File: config.mk
export PLATFORM = sky130hd
export DESIGN_NAME = divider_round_sat
export DESIGN_NICKNAME = d
export VERILOG_FILES = /design/src/rtl/div_pkg.sv /design/src/rtl/sync_delay_line.sv /design/src/rtl/divider_round_sat.sv
export SDC_FILE = /design/constraint.sdc
export NUM_CORES = 1
export LEC_CHECK = 0
export BUFFER_PORTS_ARGS = -buffer_cell sky130_fd_sc_hd__buf_2
export CORE_UTILIZATION = 56
export CTS_BUF_LIST = sky130_fd_sc_hd__clkbuf_2 sky130_fd_sc_hd__clkbuf_4 sky130_fd_sc_hd__clkbuf_8
export DETAILED_ROUTE_END_ITERATION = 8
export PLACE_DENSITY = 0.82
export SYNTH_ARGS = -nofsm -noshare
export SYNTH_HDL_FRONTEND = slang
export SYNTH_SLANG_ARGS = --single-unit
File: constraint.sdc
create_clock -name clk -period 2.9 [get_ports clk]
set_input_delay 0.145 -clock clk [delete_from_list [all_inputs] [get_ports clk]]
set_output_delay 0.145 -clock clk [all_outputs]
set_load 0.02 [all_outputs]
File: src/rtl/div_pkg.sv
// Shared definitions for the colour-adjust divider output stage: default widths,
// chain latency derivation, pixel ceiling and the sideband bundle.
package div_pkg;

    localparam int unsigned DEF_N     = 16;
    localparam int unsigned DEF_M     = 8;
    localparam int unsigned DEF_OUT_W = 8;
    localparam int unsigned PIX_MAX   = (1 << DEF_OUT_W) - 1;

    // One divider cell per quotient bit.
    function automatic int unsigned div_lat(input int unsigned n, input int unsigned m);
        return n - m + 1;
    endfunction

    typedef struct packed {
        logic dz;
        logic vs;
        logic hs;
        logic de;
    } sideband_t;

endpackage

File: src/rtl/sync_delay_line.sv
// Fixed-depth shift register with asynchronous active-low reset; delays a
// Width-bit word by exactly Depth clock cycles.
module sync_delay_line #(
    parameter int unsigned Width = 1,
    parameter int unsigned Depth = 1
) (
    input  logic             clk_i,
    input  logic             rst_ni,
    input  logic [Width-1:0] d_i,
    output logic [Width-1:0] q_o
);

    logic [Width-1:0] stage_q [Depth];

    for (genvar g = 0; g < Depth; g++) begin : g_stage
        if (g == 0) begin : g_first
            always_ff @(posedge clk_i or negedge rst_ni) begin
                if (!rst_ni) stage_q[0] <= '0;
                else         stage_q[0] <= d_i;
            end
        end else begin : g_rest
            always_ff @(posedge clk_i or negedge rst_ni) begin
                if (!rst_ni) stage_q[g] <= '0;
                else         stage_q[g] <= stage_q[g-1];
            end
        end
    end

    assign q_o = stage_q[Depth-1];

endmodule

File: src/rtl/divider_round_sat.sv
// Divider output stage: round-half-up (DIV_ROUND_EN) or truncate, saturate to OUT_W,
// re-align sideband, per-frame saturation count and sticky misalignment flag.
module divider_round_sat
    import div_pkg::*;
#(
    parameter int unsigned N     = DEF_N,
    parameter int unsigned M     = DEF_M,
    parameter int unsigned OUT_W = DEF_OUT_W,
    parameter int unsigned LAT   = div_lat(N, M)
) (
    input  logic               clk,
    input  logic               resetn,
    input  logic               rdy_i,
    input  logic [N-M:0]       quotient_i,
    input  logic [M-1:0]       remainder_i,
    input  logic [M-1:0]       divisor_i,
    input  logic               de_i,
    input  logic               hs_i,
    input  logic               vs_i,
    input  logic               dz_i,
    output logic               de_o,
    output logic               hs_o,
    output logic               vs_o,
    output logic [OUT_W-1:0]   pix_o,
    output logic [15:0]        sat_cnt_o,
    output logic               align_err_o
);

    localparam int unsigned QW = N - M + 1;
    localparam logic [QW:0] PixMaxQ = (QW+1)'((1 << OUT_W) - 1);
    localparam logic [OUT_W-1:0] PixMaxO = '1;

    sideband_t sb_in, sb_dly;

    assign sb_in = '{dz: dz_i, vs: vs_i, hs: hs_i, de: de_i};

    sync_delay_line #(
        .Width ($bits(sideband_t)),
        .Depth (LAT)
    ) u_sb_delay (
        .clk_i  (clk),
        .rst_ni (resetn),
        .d_i    (sb_in),
        .q_o    (sb_dly)
    );

    logic [QW:0] q_r;

`ifdef DIV_ROUND_EN
    logic [M:0] rem2;
    logic       round_up;
    assign rem2     = {remainder_i, 1'b0};
    assign round_up = (rem2 >= {1'b0, divisor_i});
    assign q_r      = {1'b0, quotient_i} + {{QW{1'b0}}, round_up};
`else
    logic unused_round;
    assign unused_round = ^{remainder_i, divisor_i};
    assign q_r          = {1'b0, quotient_i};
`endif

    logic             sat, sat_hit, vs_rise;
    logic [OUT_W-1:0] pix_d, pix_q;
    logic [15:0]      cnt_d, cnt_q, cnt_inc, sat_cnt_d, sat_cnt_q;
    logic             align_err_d, align_err_q;
    logic             de_q, hs_q, vs_q;

    always_comb begin
        sat       = sb_dly.dz | (q_r > PixMaxQ);
        sat_hit   = rdy_i & sat;
        pix_d     = '0;
        if (rdy_i) pix_d = sat ? PixMaxO : q_r[OUT_W-1:0];
        cnt_inc   = (cnt_q == 16'hFFFF) ? cnt_q : cnt_q + {15'b0, sat_hit};
        // vs_q holds last cycle's delayed vs, so it doubles as the edge detector.
        vs_rise   = sb_dly.vs & ~vs_q;
        sat_cnt_d = sat_cnt_q;
        cnt_d     = cnt_inc;
        if (vs_rise) begin
            sat_cnt_d = cnt_inc;
            cnt_d     = {15'b0, sat_hit};
        end
        align_err_d = align_err_q | (rdy_i ^ sb_dly.de);
    end

    always_ff @(posedge clk or negedge resetn) begin
        if (!resetn) begin
            pix_q       <= '0;
            de_q        <= 1'b0;
            hs_q        <= 1'b0;
            vs_q        <= 1'b0;
            cnt_q       <= '0;
            sat_cnt_q   <= '0;
            align_err_q <= 1'b0;
        end else begin
            pix_q       <= pix_d;
            de_q        <= sb_dly.de;
            hs_q        <= sb_dly.hs;
            vs_q        <= sb_dly.vs;
            cnt_q       <= cnt_d;
            sat_cnt_q   <= sat_cnt_d;
            align_err_q <= align_err_d;
        end
    end

    assign pix_o       = pix_q;
    assign de_o        = de_q;
    assign hs_o        = hs_q;
    assign vs_o        = vs_q;
    assign sat_cnt_o   = sat_cnt_q;
    assign align_err_o = align_err_q;

endmodule

==> results.yml, run 1 <==
setup_path:
  slowest_stage_cell_on_the_critical_path: "sky130_fd_sc_hd__or4_4"
  timing.reg2reg.worst_path_depth: 7
  timing.critical_path.slowest_cell_delay_ns: 0.50
  crit_path_kind: "register to register"
  crit_chain: "o21ai_1 -> inv_1 -> ha_1 -> nand4_1 -> or4_4 -> or4_4 -> a21oi_1"
  critical_path_arrival_ns: 2.35
  timing.critical_path.from_type: "register"
  reg2reg_setup_slack_ns: 0.82
  worstReg2RegStart: "u_sb_delay.q_o[3]"
  critPathRequiredTime_ns: 3.17
  timing.critical_path.mode_cell: "sky130_fd_sc_hd__or4_4"
  rr_endpoint: "cnt_q[15]"
  critical_path.max_fanout: 5
  timing.critical_path.to_type: "register"
pwr:
  comb_power_share: 0.094
  share_clk_of_total_power: 0.389
  p_int_uw: 1810
  cellPowerDensity_mw_per_mm2: 704
  sw_frac_of_total: 0.246
  sequentialPowerShare: 0.517
  vdd.ir_drop.worst_mv: 0.484
  power_switching_uw: 593
  cellLeakagePower_uw: 0.00157
status:
  run_status: "completed"
synth:
  synth_xor_area_frac: 0.00313
  synth_simple_gate_area_frac: 0.166
  post_syn_area_mm2: 0.00280
  synth_compound_area_frac: 0.0845
  synth-seq-cells: 80
  dominant_combinational_cell_family_by_area_after_synthesis: "simple AND/OR/NAND/NOR gates"
  synth_mux_area_frac: 0.00358
  yosys_warnings: 0
  post_synth_num_cell_types: 31
  seq_area_frac_synth: 0.716
  postSynthCellCount: 223
  synthAdderAreaFrac: 0.0134
  synth_fp_nets: 258
  syn_area_per_cell_um2: 12.5
floorplan:
  chipHeight_um: 72.7
  core_mm2: 0.00475
  num_rows: 25
  floorplan.initialDensity: 0.588
  chipWidth_um: 72.7
  fp.dieArea_mm2: 0.00528
  ios: 60
worst_hold_path:
  hold_path_end: "pix_o[5]"
  hold_path.startpoint: "quotient_i[5]"
  hold_class: "input port to register"
  whs_path_depth: 3
clock_network:
  tritoncts.num_buffers: 9
  postCtsResizedCells: 0
  cts_setup_buffers: 0
  insertion_delay_ns: 0.34
  cts.path.max_buffers: 2
  cts_hold_buf: 9
  htree_levels: 3
  cts.root.buffer_cell: "sky130_fd_sc_hd__clkbuf_8"
  cts_tree: "done"
  tritoncts_num_sinks: 80
  clkTransAtPathRegs_ns: 0.08
sta:
  fin_tns_setup_ns: 0
  maxClockFrequency_mhz: 480
  setup-violations-final: 0
  final_critical_path_setup_slack_ns: 0.816
  min_period_ns: 2.08
  timing.final.max_slew_violations: 0
  rsz0062_at_grt: "no"
  slew_worst_pin_ns: 0.950
  finalCritPeriodShare: 0.719
  maxSlewHeadroom: 0.367
  fin_hold_ws_ns: 0.0140
  final_worst_clock_skew_ns: 0.00524
  final_hold_violation_count: 0
final_layout:
  final_cell_mix: "80 x sky130_fd_sc_hd__dfrtp_1, 42 x sky130_fd_sc_hd__buf_2, 27 x sky130_fd_sc_hd__nand2_1"
  layout-drive-gt1-share: 0.238
  syn2layout_area_growth_pct: 22.0
  most_common_library_cell_in_the_layout_ignoring_fill_and_taps: "sky130_fd_sc_hd__dfrtp_1"
  final_net_count: 316
  stdcell_area_mm2: 0.00341
  antenna-diode-count: 0
placement:
  dpl.hpwl_um: 3110
  gp_congestion: 0.920
  portBuffers: 43
  postPlaceCellArea_mm2: 0.00309
  place_ws_ns: 0.781
routing:
  drt_pass1_iterations: 4
  drt-vias-per-instance: 5.34
  routed_wirelength_um: 5080
  detailedRoute.firstIterationViolations: 120
  total_drc_errors_in_the_routed_layout: 0
  vias: 1886
  post_drt_wl_per_cell_um: 14.4
  drtAntennaViolNets: 0
grt:
  first_global_vias: 1822
  grt_antenna_before_repair: 0
  grt_max_degree: 81
  gr-total-overflow: 0
  grt_util_all_layers: 0.221
  global_route_wire_length_before_repair_um: 8580
run:
  max_cap_violations: 0
[power by group through the flow]
stage	Clock (µW)	Combinational, µW	Sequential [µW]
floorplan	0	73.4	1310
global placement	0	211	1260
detailed placement	0	217	1260
CTS	954	228	1240
global route	1000	252	1250
finish	936	226	1240
[worst max-delay path, delay by kind of cell (launching register included)]
family,cells,cell delay (ns)
flip-flops,1,0.34
buffers and inverters,1,0.10
adder cells (fa/ha/maj),1,0.21
AO/OA/AOI/OAI,2,0.26
AND/OR/NAND/NOR,3,1.11
[worst max path at each step]
| stage | startpoint | end | slack, ns |
|---|---|---|---|
| floorplan | rdy_i | sat_cnt_o[15] | 0.68 |
| global placement | rdy_i | sat_cnt_o[15] | 0.80 |
| detailed placement | rdy_i | sat_cnt_o[15] | 0.78 |
| CTS | u_sb_delay.q_o[3] | sat_cnt_o[15] | 0.81 |
| global route | cnt_q[4] | sat_cnt_o[5] | 0.71 |
| finish | u_sb_delay.q_o[3] | cnt_q[15] | 0.82 |
[metal layers]
metal | GRT usage | share of wire | vias to the layer above
li1 | - | - | 905
met1 | 0.312 | 0.48 | 913
met2 | 0.331 | 0.46 | 59
met3 | 0.0552 | 0.045 | 9
met4 | 0.0915 | 0.016 | 0
met5 | 0 | 0 | -
[metrics by stage]
step                power, µW   util  std cells
floorplan                1380      -        223
global placement         1470  0.649        328
detailed placement       1480  0.649        328
CTS                      2420  0.718        353
global route             2510  0.718        353
finish                   2400  0.718        353
[Yosys cell counts (all sizes together)]
master	instances	area, µm²
a21boi	1	7.51
a21oi	13	65.1
a31oi	9	56.3
and3	1	6.26
and3b	1	8.76
and4	2	17.5
buf	1	7.51
clkbuf	6	22.5
dfrtp	80	2000
ha	3	37.5
inv	2	7.51
mux2i	1	10.0
nand2	27	101
nand2b	4	25.0
nand3	4	20.0
nand4	9	62.6
nor2	15	56.3
nor2b	1	6.26
nor3	6	30.0
nor3b	1	7.51
nor4	5	43.8
o21ai	14	70.1
o31ai	5	37.5
or2	1	6.26
or3	7	43.8
or4	3	30.0
xnor2	1	8.76
[state kept, by name (all words and copies together) (netlist names)]
| name | count |
|---|---|
| sat_cnt_o | 16 |
| pix_o | 8 |
| vs_o | 1 |
| u_sb_delay.stage_q | 32 |
| u_sb_delay.q_o | 4 |
| de_o | 1 |
| cnt_q | 16 |
| hs_o | 1 |
| align_err_o | 1 |
[kinds of logic after synthesis]
kind of cell               Yosys count
DFF                                 80
AOI/OAI and AO/OA                   42
xor gates and xnor gates             1
and+or+nand+nor                     87
muxes                                1
adders and majority gates            3
buffers and inverters                9
[area by class of cell]
| type | instances | area (µm²) |
|---|---|---|
| fillers | 354 | 1340 |
| multi-input cells | 134 | 761 |
| flip-flops and latches | 80 | 2000 |
| clock inverters | 5 | 86.3 |
| repair buffers | 54 | 323 |
| well taps | 67 | 83.8 |
| clock buffers | 11 | 151 |
| inverters | 2 | 7.51 |
Power figures use the tool's default switching activity.
==> run 2, diff against run 1 <==
Clock period 2.9 ns to 2 ns, I/O delays scaled along.
==> run 2 against run 1 <==
- critical path depth grew 1
- largest cell class unchanged
- setup slack lost 0.78 ns
- core utilization grew 2.6 points
- highest routed layer unchanged
- final cell count grew 4.2%
==> results.yml, run 2 (synthesis gave the netlist of run 1 again) <==
setup_path:
  timing.critical_path.to_type: "register"
  critical_path_arrival_ns: 2.18
  crit_chain: "o21ai_2 -> inv_1 -> ha_2 -> nand4_1 -> or4_4 -> buf_4 -> o31ai_1 -> a31oi_1"
  slowest_stage_cell_on_the_critical_path: "sky130_fd_sc_hd__or4_4"
  critPathRequiredTime_ns: 2.21
  timing.critical_path.slowest_cell_delay_ns: 0.47
  critical_path.max_fanout: 4
  timing.critical_path.from_type: "register"
  timing.reg2reg.worst_path_depth: 8
  crit_path_kind: "register to register"
grt:
  global_route_wire_length_before_repair_um: 8450
  grt_max_degree: 81
  grt_util_all_layers: 0.219
  first_global_vias: 1882
  gr-total-overflow: 0
  grt_antenna_before_repair: 0
sta:
  final_hold_violation_count: 0
  min_period_ns: 1.97
  final_worst_clock_skew_ns: 0.00556
  slew_worst_pin_ns: 0.553
  setup-violations-final: 0
  finalCritPeriodShare: 0.983
  timing.final.max_slew_violations: 0
  maxClockFrequency_mhz: 508
  rsz0062_at_grt: "yes"
  maxSlewHeadroom: 0.631
floorplan:
  chipHeight_um: 72.7
  fp.dieArea_mm2: 0.00528
  num_rows: 25
  floorplan.initialDensity: 0.588
  ios: 60
  chipWidth_um: 72.7
  core_mm2: 0.00475
final_layout:
  largest_register: "u_sb_delay.stage_q"
  largest_reg_flops: 32
  final-instance-count-excl-fill: 368
  stdcell_area_mm2: 0.00354
  layout-drive-gt1-share: 0.269
  n_fill_cell: 339
  most_common_library_cell_in_the_layout_ignoring_fill_and_taps: "sky130_fd_sc_hd__dfrtp_1"
  antenna-diode-count: 0
  syn2layout_area_growth_pct: 26.5
  final_cell_mix: "80 x sky130_fd_sc_hd__dfrtp_1, 42 x sky130_fd_sc_hd__buf_2, 27 x sky130_fd_sc_hd__nand2_1"
  final_net_count: 332
pwr:
  cellLeakagePower_uw: 0.00163
  vdd.ir_drop.worst_mv: 0.828
  cellPowerDensity_mw_per_mm2: 965
clock_network:
  cts.path.max_buffers: 2
  clkTransAtPathRegs_ns: 0.08
  htree_levels: 3
  tritoncts_num_sinks: 80
  cts_tree: "done"
  tritoncts.num_buffers: 9
  insertion_delay_ns: 0.34
  cts.root.buffer_cell: "sky130_fd_sc_hd__clkbuf_8"
routing:
  drtAntennaViolNets: 0
  total_drc_errors_in_the_routed_layout: 0
  drt-vias-per-instance: 5.20
  post_drt_wl_per_cell_um: 13.8
  routed_wirelength_um: 5090
  vias: 1915
  drt_pass1_iterations: 4
  detailedRoute.firstIterationViolations: 159
status:
  run_status: "completed"
placement:
  postPlaceCellArea_mm2: 0.00318
  post-place-cells: 338
  portBuffers: 43
  gp_congestion: 0.911
  dpl.hpwl_um: 3050
run:
  max_cap_violations: 0
worst_hold_path:
  hold_class: "input port to register"
  whs_path_depth: 4
[run 2: layout make-up]
| class | instances | area (µm²) | share of cell area |
|---|---|---|---|
| Clock buffer | 10 | 131 | 0.0371 |
| Clock inverter | 5 | 81.3 | 0.0230 |
| Inverter | 2 | 7.51 | 0.00212 |
| Multi-Input combinational cell | 134 | 767 | 0.217 |
| Sequential cell | 80 | 2000 | 0.566 |
| Tap cell | 67 | 83.8 | 0.0237 |
| Timing Repair Buffer | 70 | 465 | 0.132 |
[run 2: worst paths after layout]
check	start	end	slack, ns
worst max-delay path	u_sb_delay.q_o[3]	sat_cnt_o[15]	0.03
worst min-delay path	rdy_i	pix_o[4]	0.17
worst max register to register	u_sb_delay.q_o[3]	sat_cnt_o[15]	0.03
worst min register to register	u_sb_delay.stage_q[19]	u_sb_delay.stage_q[15]	0.35
max in group asynchronous	resetn	cnt_q[0]	1.38
min in group asynchronous	resetn	hs_o	0.32
[run 2: metrics by stage]
step                power [µW]  utilization  setup WS [ns]  TNS, ns  hold WS, ns
floorplan                 2000            -         0.0597        0       -0.196
global placement          2150        0.668         0.0907        0        0.150
detailed placement        2160        0.668         0.0468        0        0.155
CTS                       3440        0.741         0.0319        0        0.152
global route              3570        0.744        -0.0806   -0.152        0.174
finish                    3420        0.744         0.0330        0        0.168
[run 2: metal layers]
| metal | wire length (µm) | vias up | track usage |
|---|---|---|---|
| li1 | - | 936 | - |
| met1 | 2440 | 913 | 0.289 |
| met2 | 2310 | 58 | 0.332 |
| met3 | 241 | 8 | 0.0622 |
| met4 | 96 | 0 | 0.115 |
| met5 | 0 | - | 0 |
[run 2: power breakdown]
group | total (µW) | internal, µW | switching [µW]
Clock | 1260 | 712 | 551
Sequential | 1810 | 1730 | 74.4
Combinational | 346 | 129 | 216
Total | 3420 | 2570 | 842
[run 2: worst max-delay path: cells and delay by family (launching register included)]
family	cells	cell delay [ns]
DFF	1	0.34
and+or+nand+nor	2	0.60
adders and majority gates	1	0.19
buffers and inverters	2	0.24
AOI/OAI and AO/OA	3	0.46
[run 2: repair_timing]
action / CTS / global route
hold endpoints to repair: 92 / 0
endpoints found under the setup margin: 0 / 2
gates resized for setup: 0 / 1
buffers inserted: 0 / 2
hold buffers: 13 / 0
